## config.mk

```make
export PLATFORM = sky130hd
export DESIGN_NAME = frame_writer
export DESIGN_NICKNAME = d
export VERILOG_FILES = /design/src/rtl/frame_writer_pkg.sv /design/src/rtl/frame_writer_addr.sv /design/src/rtl/frame_writer.sv
export SDC_FILE = /design/constraint.sdc
export NUM_CORES = 1
export LEC_CHECK = 0
export ABC_AREA = 0
export CAP_MARGIN = 25
export CORE_MARGIN = 4
export CORE_UTILIZATION = 45
export DETAILED_ROUTE_END_ITERATION = 7
export PLACE_DENSITY = 0.75
export SYNTH_ARGS = -nofsm -noshare
export SYNTH_HDL_FRONTEND = slang
export SYNTH_SLANG_ARGS = --single-unit
```

## constraint.sdc

```tcl
create_clock -name i_Clk -period 3.9 [get_ports i_Clk]
set_input_delay 0.975 -clock i_Clk [delete_from_list [all_inputs] [get_ports i_Clk]]
set_output_delay 0.975 -clock i_Clk [all_outputs]
set_load 0.01 [all_outputs]
```

## src/rtl/frame_writer_pkg.sv

```systemverilog
// Shared SDRAM command encodings, burst defaults and the frame writer state type.
package frame_writer_pkg;

    localparam logic [1:0] CMD_IDLE  = 2'd0;
    localparam logic [1:0] CMD_READ  = 2'd1;
    localparam logic [1:0] CMD_WRITE = 2'd2;

    localparam int READ_BURST_LENGTH  = 8;
    localparam int WRITE_BURST_LENGTH = 8;
    localparam int SDRAM_ADDR_W       = 22;

    typedef enum logic [1:0] {
        ST_IDLE  = 2'd0,
        ST_LOAD  = 2'd1,
        ST_WRITE = 2'd2
    } fw_state_e;

endpackage

```

## src/rtl/frame_writer_addr.sv

```systemverilog
// Word address counter that wraps at the frame size; shared with the read path.
module frame_addr_counter
    import frame_writer_pkg::*;
#(
    parameter int FRAME_WORDS = 96000
) (
    input  logic                    i_Clk,
    input  logic                    i_Rst_n,
    input  logic                    i_Clr,
    input  logic                    i_Inc,
    output logic [SDRAM_ADDR_W-1:0] o_Addr,
    output logic                    o_Last
);

    localparam logic [SDRAM_ADDR_W-1:0] LAST_ADDR = SDRAM_ADDR_W'(FRAME_WORDS - 1);

    logic [SDRAM_ADDR_W-1:0] addr_q, addr_d;

    // Clear wins over increment so a frame restart overrides the advance.
    always_comb begin
        addr_d = addr_q;
        if (i_Clr) begin
            addr_d = '0;
        end else if (i_Inc) begin
            addr_d = (addr_q == LAST_ADDR) ? '0 : addr_q + 1'b1;
        end
    end

    always_ff @(posedge i_Clk or negedge i_Rst_n) begin
        if (!i_Rst_n) begin
            addr_q <= '0;
        end else begin
            addr_q <= addr_d;
        end
    end

    assign o_Addr = addr_q;
    assign o_Last = (addr_q == LAST_ADDR);

endmodule

```

## src/rtl/frame_writer.sv

```systemverilog
// Drains the render output FIFO into the SDRAM frame buffer in fixed-length write bursts.
module frame_writer
    import frame_writer_pkg::*;
#(
    parameter int WRITE_BURST_LENGTH = frame_writer_pkg::WRITE_BURST_LENGTH,
    parameter int FRAME_WORDS        = 96000,
    parameter int FIFO_USED_WIDTH    = 10
) (
    input  logic                       i_Clk,
    input  logic                       i_Rst_n,
    input  logic                       i_Bus_Grant,
    input  logic                       i_Frame_Start,
    input  logic [FIFO_USED_WIDTH-1:0] i_Pixel_Out_Used,
    input  logic [31:0]                i_Pixel_Out_Data,
    output logic                       o_FIFO_Rd,
    input  logic                       i_Data_Write_Done,
    output logic [1:0]                 o_Command,
    output logic [SDRAM_ADDR_W-1:0]    o_Data_Address,
    output logic [31:0]                o_Data_Write,
    output logic                       o_Busy,
    output logic                       o_Frame_Done
);

    localparam logic [FIFO_USED_WIDTH-1:0] BURST_USED = FIFO_USED_WIDTH'(WRITE_BURST_LENGTH);
    localparam logic [7:0]                 BURST_M1   = 8'(WRITE_BURST_LENGTH - 1);

    fw_state_e   state_q, state_d;
    logic [1:0]  cmd_q, cmd_d;
    logic [31:0] data_q, data_d;
    logic [7:0]  count_q, count_d;
    logic        frame_done_q, frame_done_d;
    logic        restart_q, restart_d;
    logic        addr_clr, addr_inc, addr_last, fifo_rd;
    logic        restart_now;

    frame_addr_counter #(
        .FRAME_WORDS(FRAME_WORDS)
    ) u_addr (
        .i_Clk   (i_Clk),
        .i_Rst_n (i_Rst_n),
        .i_Clr   (addr_clr),
        .i_Inc   (addr_inc),
        .o_Addr  (o_Data_Address),
        .o_Last  (addr_last)
    );

    assign restart_now = restart_q | i_Frame_Start;

    always_comb begin
        state_d      = state_q;
        cmd_d        = cmd_q;
        data_d       = data_q;
        count_d      = count_q;
        restart_d    = restart_q;
        frame_done_d = 1'b0;
        addr_clr     = 1'b0;
        addr_inc     = 1'b0;
        fifo_rd      = 1'b0;
        case (state_q)
            ST_IDLE: begin
                cmd_d = CMD_IDLE;
                // A pending restart is served before a burst may start.
                if (restart_now) begin
                    addr_clr  = 1'b1;
                    restart_d = 1'b0;
                end else if (i_Bus_Grant && (i_Pixel_Out_Used >= BURST_USED)) begin
                    state_d = ST_LOAD;
                end
            end
            ST_LOAD: begin
                fifo_rd = 1'b1;
                data_d  = i_Pixel_Out_Data;
                count_d = BURST_M1;
                cmd_d   = CMD_WRITE;
                state_d = ST_WRITE;
                if (i_Frame_Start) restart_d = 1'b1;
            end
            ST_WRITE: begin
                if (i_Frame_Start) restart_d = 1'b1;
                if (i_Data_Write_Done) begin
                    addr_inc     = 1'b1;
                    frame_done_d = addr_last;
                    if (count_q != 8'd0) begin
                        count_d = count_q - 8'd1;
                        fifo_rd = 1'b1;
                        data_d  = i_Pixel_Out_Data;
                    end else begin
                        cmd_d   = CMD_IDLE;
                        state_d = ST_IDLE;
                        if (restart_now) begin
                            addr_clr  = 1'b1;
                            restart_d = 1'b0;
                        end
                    end
                end
            end
            default: begin
                cmd_d   = CMD_IDLE;
                state_d = ST_IDLE;
            end
        endcase
    end

    always_ff @(posedge i_Clk or negedge i_Rst_n) begin
        if (!i_Rst_n) begin
            state_q      <= ST_IDLE;
            cmd_q        <= CMD_IDLE;
            data_q       <= '0;
            count_q      <= '0;
            frame_done_q <= 1'b0;
            restart_q    <= 1'b0;
        end else begin
            state_q      <= state_d;
            cmd_q        <= cmd_d;
            data_q       <= data_d;
            count_q      <= count_d;
            frame_done_q <= frame_done_d;
            restart_q    <= restart_d;
        end
    end

    assign o_FIFO_Rd    = fifo_rd;
    assign o_Command    = cmd_q;
    assign o_Data_Write = data_q;
    assign o_Busy       = (state_q != ST_IDLE);
    assign o_Frame_Done = frame_done_q;

endmodule

```

==> metrics.txt, run 1 <==
RSZ-0062 raised after global routing=no; via/cell ratio=5.14; cell mode on critical path=clkdlybuf4s50_1; GP Congestion=roughly 0.83; status=completed; post_cts resized=0; Leakage Power=around 0.0019 uW; Worst path top cell family by delay=buffers and inverters; largest family of logic cells by synthesized area=simple AND/OR/NAND/NOR gates; yosys warns=0; CTS Buf Count=9; CP endpoint kind=primary output; CP max-delay cell=clkdlybuf4s50_1; IO Pins=~110; Initial Util=0.472; Max IR drop VDD=~0.0005 V; crit path cell chain=clkdlybuf4s50_1, nand2_1, a21oi_2, o21a_1, clkdlybuf4s50_1; Hold Path Stages=1; Startpoint Class=input pin; placed cells=approximately 480; worst-path maximum fanout=4; Post-Layout Cell Count=500; WL/cell=roughly 15 microns; critical path data required time=a little under 3000 ps; instance count on the critical path=5; setup bufs post-CTS=0; total iterations of the first detailed-routing run=4; Crit path largest cell delay=550 ps; Post-Syn Area=roughly 3300 sq um; min cycle time layout=around 3400 ps; Netlist cell types=52; kind of critical path=in2out; GRT Residual Overflow=0; Hold Fails Final Rpt=0; post-route ant nets=0; I/O Buffers=101; Pins Over Slew Limit=0; worst setup margin=487 ps; Die Y=about 93 microns; mux cell area share after synthesis=0.118; area grow syn2layout=40.5%; setup TNS=0 ps; Die ar.=slightly below 9000 sq um; Final setup viols=0; XOR/XNOR Fraction of Synth Area=0.0457; Buffers & Inverters on Critical Path=2; # H-tree levels=3; adder-cell share of the synthesized area=0.0269; TritonCTS clock tree=done; Final Util=0.663; Site Rows=30; max-cap viol count=0; Max Root-Sink Buffers=2; post-DP HPWL=approximately 5700 microns; Synthesized Nets=approximately 340; Clock Latency Late Sink=360 ps; Hold Buf Count CTS=0; PD cells=between 600 and 700 nW/um^2; initial antenna violation count=0; Max Freq=slightly below 0.3 GHz; Clk pin slew, worst setup/hold paths=~80 ps; Syn Area/Cell=roughly 11 sq um; Global Route Usage Sum=0.189; Post-route DRC=0; Tcrit/Tclk final=0.875; Hold Crit Class=reg2reg; layout cells sized above 1=0.173; wirelength, routed=a little under 8000 microns; nets=453; number of diodes=0; vias in the first global route=2642; headroom to the max-slew limit=0.597; first-pass GRT wire length=12900 microns; pre-CTS setup slack=roughly 500 ps; CTS root buf=clkbuf_8; routed via count=2570; die width=93.1 microns; Slew @ Worst Pin=604 ps; maximum number of pins on one net before global-route repair=48; Reg2Reg Depth=8; clk_skew=between 10 and 15 ps; Compound-Gate Fraction of Synth Area=0.0788; Simple-Gate Fraction of Synth Area=0.183; FF+latch count, synth=67; Core Region=6910 sq um; arrival time worst endpoint=approximately 2400 ps; Seq/Total Area, Yosys=0.515; Mapped Cells=between 200 and 300; initial DRC count=roughly 130; TritonCTS sink count=67
==> worst paths after layout <==
path,from,end,slack [ps]
worst max-delay path,i_Data_Write_Done,o_FIFO_Rd,490
worst min-delay path,o_Data_Write[17],o_Data_Write[17],500
worst max register to register,count_q[0],o_Data_Write[28],1660
worst min register to register,o_Data_Write[17],o_Data_Write[17],500
max in group asynchronous,i_Rst_n,o_Data_Write[3],2380
min in group asynchronous,i_Rst_n,o_Data_Write[20],540
==> placed cells by master (no fill, tap or decap), drive strengths merged, types with 2 or more instances in the layout <==
cell type and count:
inv 12, clkinv 4, a21oi 14, nand4 9, nand4b 2, dfrtp 67, nor3 5, nor3b 2
nand3b 2, xor2 11, ha 7, clkbuf 10, buf 6, and2 3, mux2 34, nor4 2
clkdlybuf4s50 100, o21ai 5, a31oi 3, o311ai 3, o21a 2, and4 2, xnor2 6, nor2 31
o31ai 2, nand3 18, and3 3, o22ai 3, or4 2, nand2 22
==> Yosys cell counts (all sizes together) <==
master	number	area [sq um]
a21oi	14	77.6
a22oi	1	21.3
a31oi	3	18.8
and2	3	20.0
and3	3	20.0
and4	2	17.5
and4bb	1	16.3
buf	5	46.3
clkbuf	3	12.5
conb	1	3.75
dfrtp	67	1680
ha	7	87.6
inv	12	45.0
mux2	34	383
nand2	22	85.1
nand3	18	90.1
nand3b	2	15.0
nand4	9	56.3
nand4b	2	17.5
nor2	31	124
nor2b	1	6.26
nor3	5	25.0
nor3b	2	26.3
nor4	2	27.5
o2111ai	1	15.0
o21a	2	15.0
o21ai	5	40.0
o22ai	3	18.8
o311ai	3	26.3
o31ai	2	15.0
o41ai	1	8.76
or2	1	6.26
or3	1	6.26
or3b	1	8.76
or4	2	18.8
or4b	1	10.0
xnor2	6	52.6
xor2	11	96.3
==> routing by layer <==
metal,track usage,part of all wire,vias to the layer above
met5,0,0,-
met4,0.0696,0.020,0
li1,-,-,1248
met2,0.322,0.52,62
met3,0.0426,0.045,12
met1,0.235,0.42,1248
==> flip-flops by register name (all words and copies together), names as in the netlist <==
register	cells
count_q	8
o_Command	1
o_Data_Write	32
o_Frame_Done	1
restart_q	1
state_q	2
u_addr.o_Addr	22
==> layout make-up <==
cell class                      instances  area (sq um)
Clock inverter                          6          65.1
Fill cell                             556          2330
Inverter                               12          45.0
Timing Repair Buffer                  106          1060
Clock buffer                           10           138
Multi-Input combinational cell        203          1480
Tap cell                               96           120
Sequential cell                        67          1680
==> logic make-up after synthesis <==
group	Yosys count
and+or+nand+nor	109
DFF	67
AOI/OAI and AO/OA	35
muxes	34
buffers and inverters	20
xor gates and xnor gates	17
adders and majority gates	7
other	1
==> per-stage QoR <==
step	area, sq um	power (uW)	hold WS, ps
2_1_floorplan	3260	1700	509
3_5_place_dp	4370	2300	485
4_1_cts	4580	2900	504
5_1_grt	4580	3040	525
6_report	4580	2870	501
3_3_place_gp	4370	2270	474
==> power breakdown <==
| part | total [uW] | internal [uW] | switching, uW |
|---|---|---|---|
| Combinational | 1250 | 712 | 536 |
| Clock | 595 | 312 | 283 |
| Sequential | 1030 | 906 | 123 |
| Total | 2870 | 1930 | 942 |
Note: power is estimated with default switching activity, not from simulation.
==> inputs of run 2 (changes only) <==
Settings changed: CELL_PAD_IN_SITES_DETAIL_PLACEMENT set to 0, CELL_PAD_IN_SITES_GLOBAL_PLACEMENT set to 1, CORE_UTILIZATION 45 to 38, PLACE_DENSITY 0.75 to 0.82, SKIP_LAST_GASP set to 1.
==> metrics.txt, run 2 (synthesis gave the netlist of run 1 again) <==
crit path cell chain=clkdlybuf4s50_1, nand2_1, a21oi_2, o21a_1, clkdlybuf4s50_1; worst-path maximum fanout=4; min cycle time layout=between 3000 and 4000 ps; cell mode on critical path=clkdlybuf4s50_1; TritonCTS clock tree=done; Die ar.=between 10000 and 15000 sq um; layout cells sized above 1=0.175; # H-tree levels=3; register-to-register setup slack=approximately 1600 ps; Core Region=~8300 sq um; Max Freq=about 0.3 GHz; setup bufs post-CTS=0; Hold Buf Count CTS=0; Initial Util=0.394; total iterations of the first detailed-routing run=4; critical path data required time=between 2000 and 3000 ps; RSZ-0062 raised after global routing=no; WL/cell=between 15 and 20 microns; post_cts resized=0; number of diodes=0; max reg flops=32; PD cells=611 nW/um^2; clk_skew=11.6 ps; kind of critical path=in2out; most common library cell in the layout ignoring fill and taps=clkdlybuf4s50_1; post-route ant nets=0; Post-route DRC=0; routed via count=between 2000 and 3000; first-pass GRT wire length=roughly 13000 microns; Clk pin slew, worst setup/hold paths=about 80 ps; Max Root-Sink Buffers=2; Final Util=0.552; most frequent cells in the layout=clkdlybuf4s50_1 (100), dfrtp_1 (67), mux2_2 (32), nor2_1 (30), nand2_1 (21); initial antenna violation count=0; Global Route Usage Sum=0.163; Hold Path Stages=1; Hold Fails Final Rpt=0; Pins Over Slew Limit=0; Reg2Reg Depth=8; arrival time worst endpoint=~2400 ps; IO Pins=around 110; Tcrit/Tclk final=0.873; min-delay src=o_Data_Write[17]; post-DP HPWL=approximately 6000 microns; Reg-to-Reg End=o_Data_Write[20]; vias in the first global route=2611; CTS Buf Count=9; CTS root buf=clkbuf_8; Clock Latency Late Sink=about 340 ps; maximum number of pins on one net before global-route repair=33; Leakage Power=about 0.0019 uW; via/cell ratio=5.11; GP Congestion=0.839; nets=between 400 and 500; headroom to the max-slew limit=0.551; status=completed; Crit path largest cell delay=550 ps; initial DRC count=77; Max IR drop VDD=0.000397 V; CP endpoint kind=primary output; Site Rows=33; GRT Residual Overflow=0; TritonCTS sink count=67; Startpoint Class=input pin; max-cap viol count=0; setup TNS=0 ps; R2R Path Start=count_q[1]; I/O Buffers=101; die width=around 100 microns; Die Y=101 microns; Final setup viols=0; Hold Path End=o_Data_Write[17]; Hold Crit Class=reg2reg; wirelength, routed=between 7000 and 8000 microns; area grow syn2layout=40.0%; Slew @ Worst Pin=roughly 670 ps; CP max-delay cell=clkdlybuf4s50_1
[run 2: layer usage]
metal  part of all wire  global-route usage  vias up
met5                  0                   0        -
met4             0.0079              0.0435        0
met3              0.044              0.0360        4
met2               0.53               0.275       57
met1               0.42               0.210     1295
li1                   -                   -     1251
[run 2: worst max path at each step]
stage                                 start  slack (ps)         to
final                     i_Data_Write_Done         490  o_FIFO_Rd
after global routing      i_Data_Write_Done         420  o_FIFO_Rd
after CTS                 i_Data_Write_Done         470  o_FIFO_Rd
after detailed placement  i_Data_Write_Done         480  o_FIFO_Rd
after global placement    i_Data_Write_Done         480  o_FIFO_Rd
after floorplan           i_Data_Write_Done        1250  o_FIFO_Rd
[run 2: cell type report]
class / count / area [sq um]
Sequential cell: 67 / 1680
Fill cell: 767 / 3700
Clock inverter: 6 / 40.0
Inverter: 12 / 45.0
Tap cell: 105 / 131
Timing Repair Buffer: 107 / 1050
Multi-Input combinational cell: 203 / 1480
Clock buffer: 10 / 138
[run 2: power breakdown]
group / total [uW] / switching, uW / internal (uW)
logic: 1230 / 537 / 697
registers: 1030 / 120 / 906
clock network: 526 / 278 / 248
[run 2: critical path, delay by kind of cell]
kind            cells  cell delay, ps
buf+inv             2            1080
simple gates        1             100
compound gates      2             280
[run 2: per-stage QoR]
step / hold WS [ps] / std cells / power, uW / setup slack (ps) / instance area (sq um)
floorplan: 509 / 290 / 1700 / 1250 / 3260
global placement: 472 / 494 / 2260 / 479 / 4380
detailed placement: 489 / 494 / 2290 / 483 / 4380
CTS: 507 / 510 / 2830 / 474 / 4560
global route: 517 / 510 / 2970 / 422 / 4560
finish: 506 / 510 / 2790 / 494 / 4560
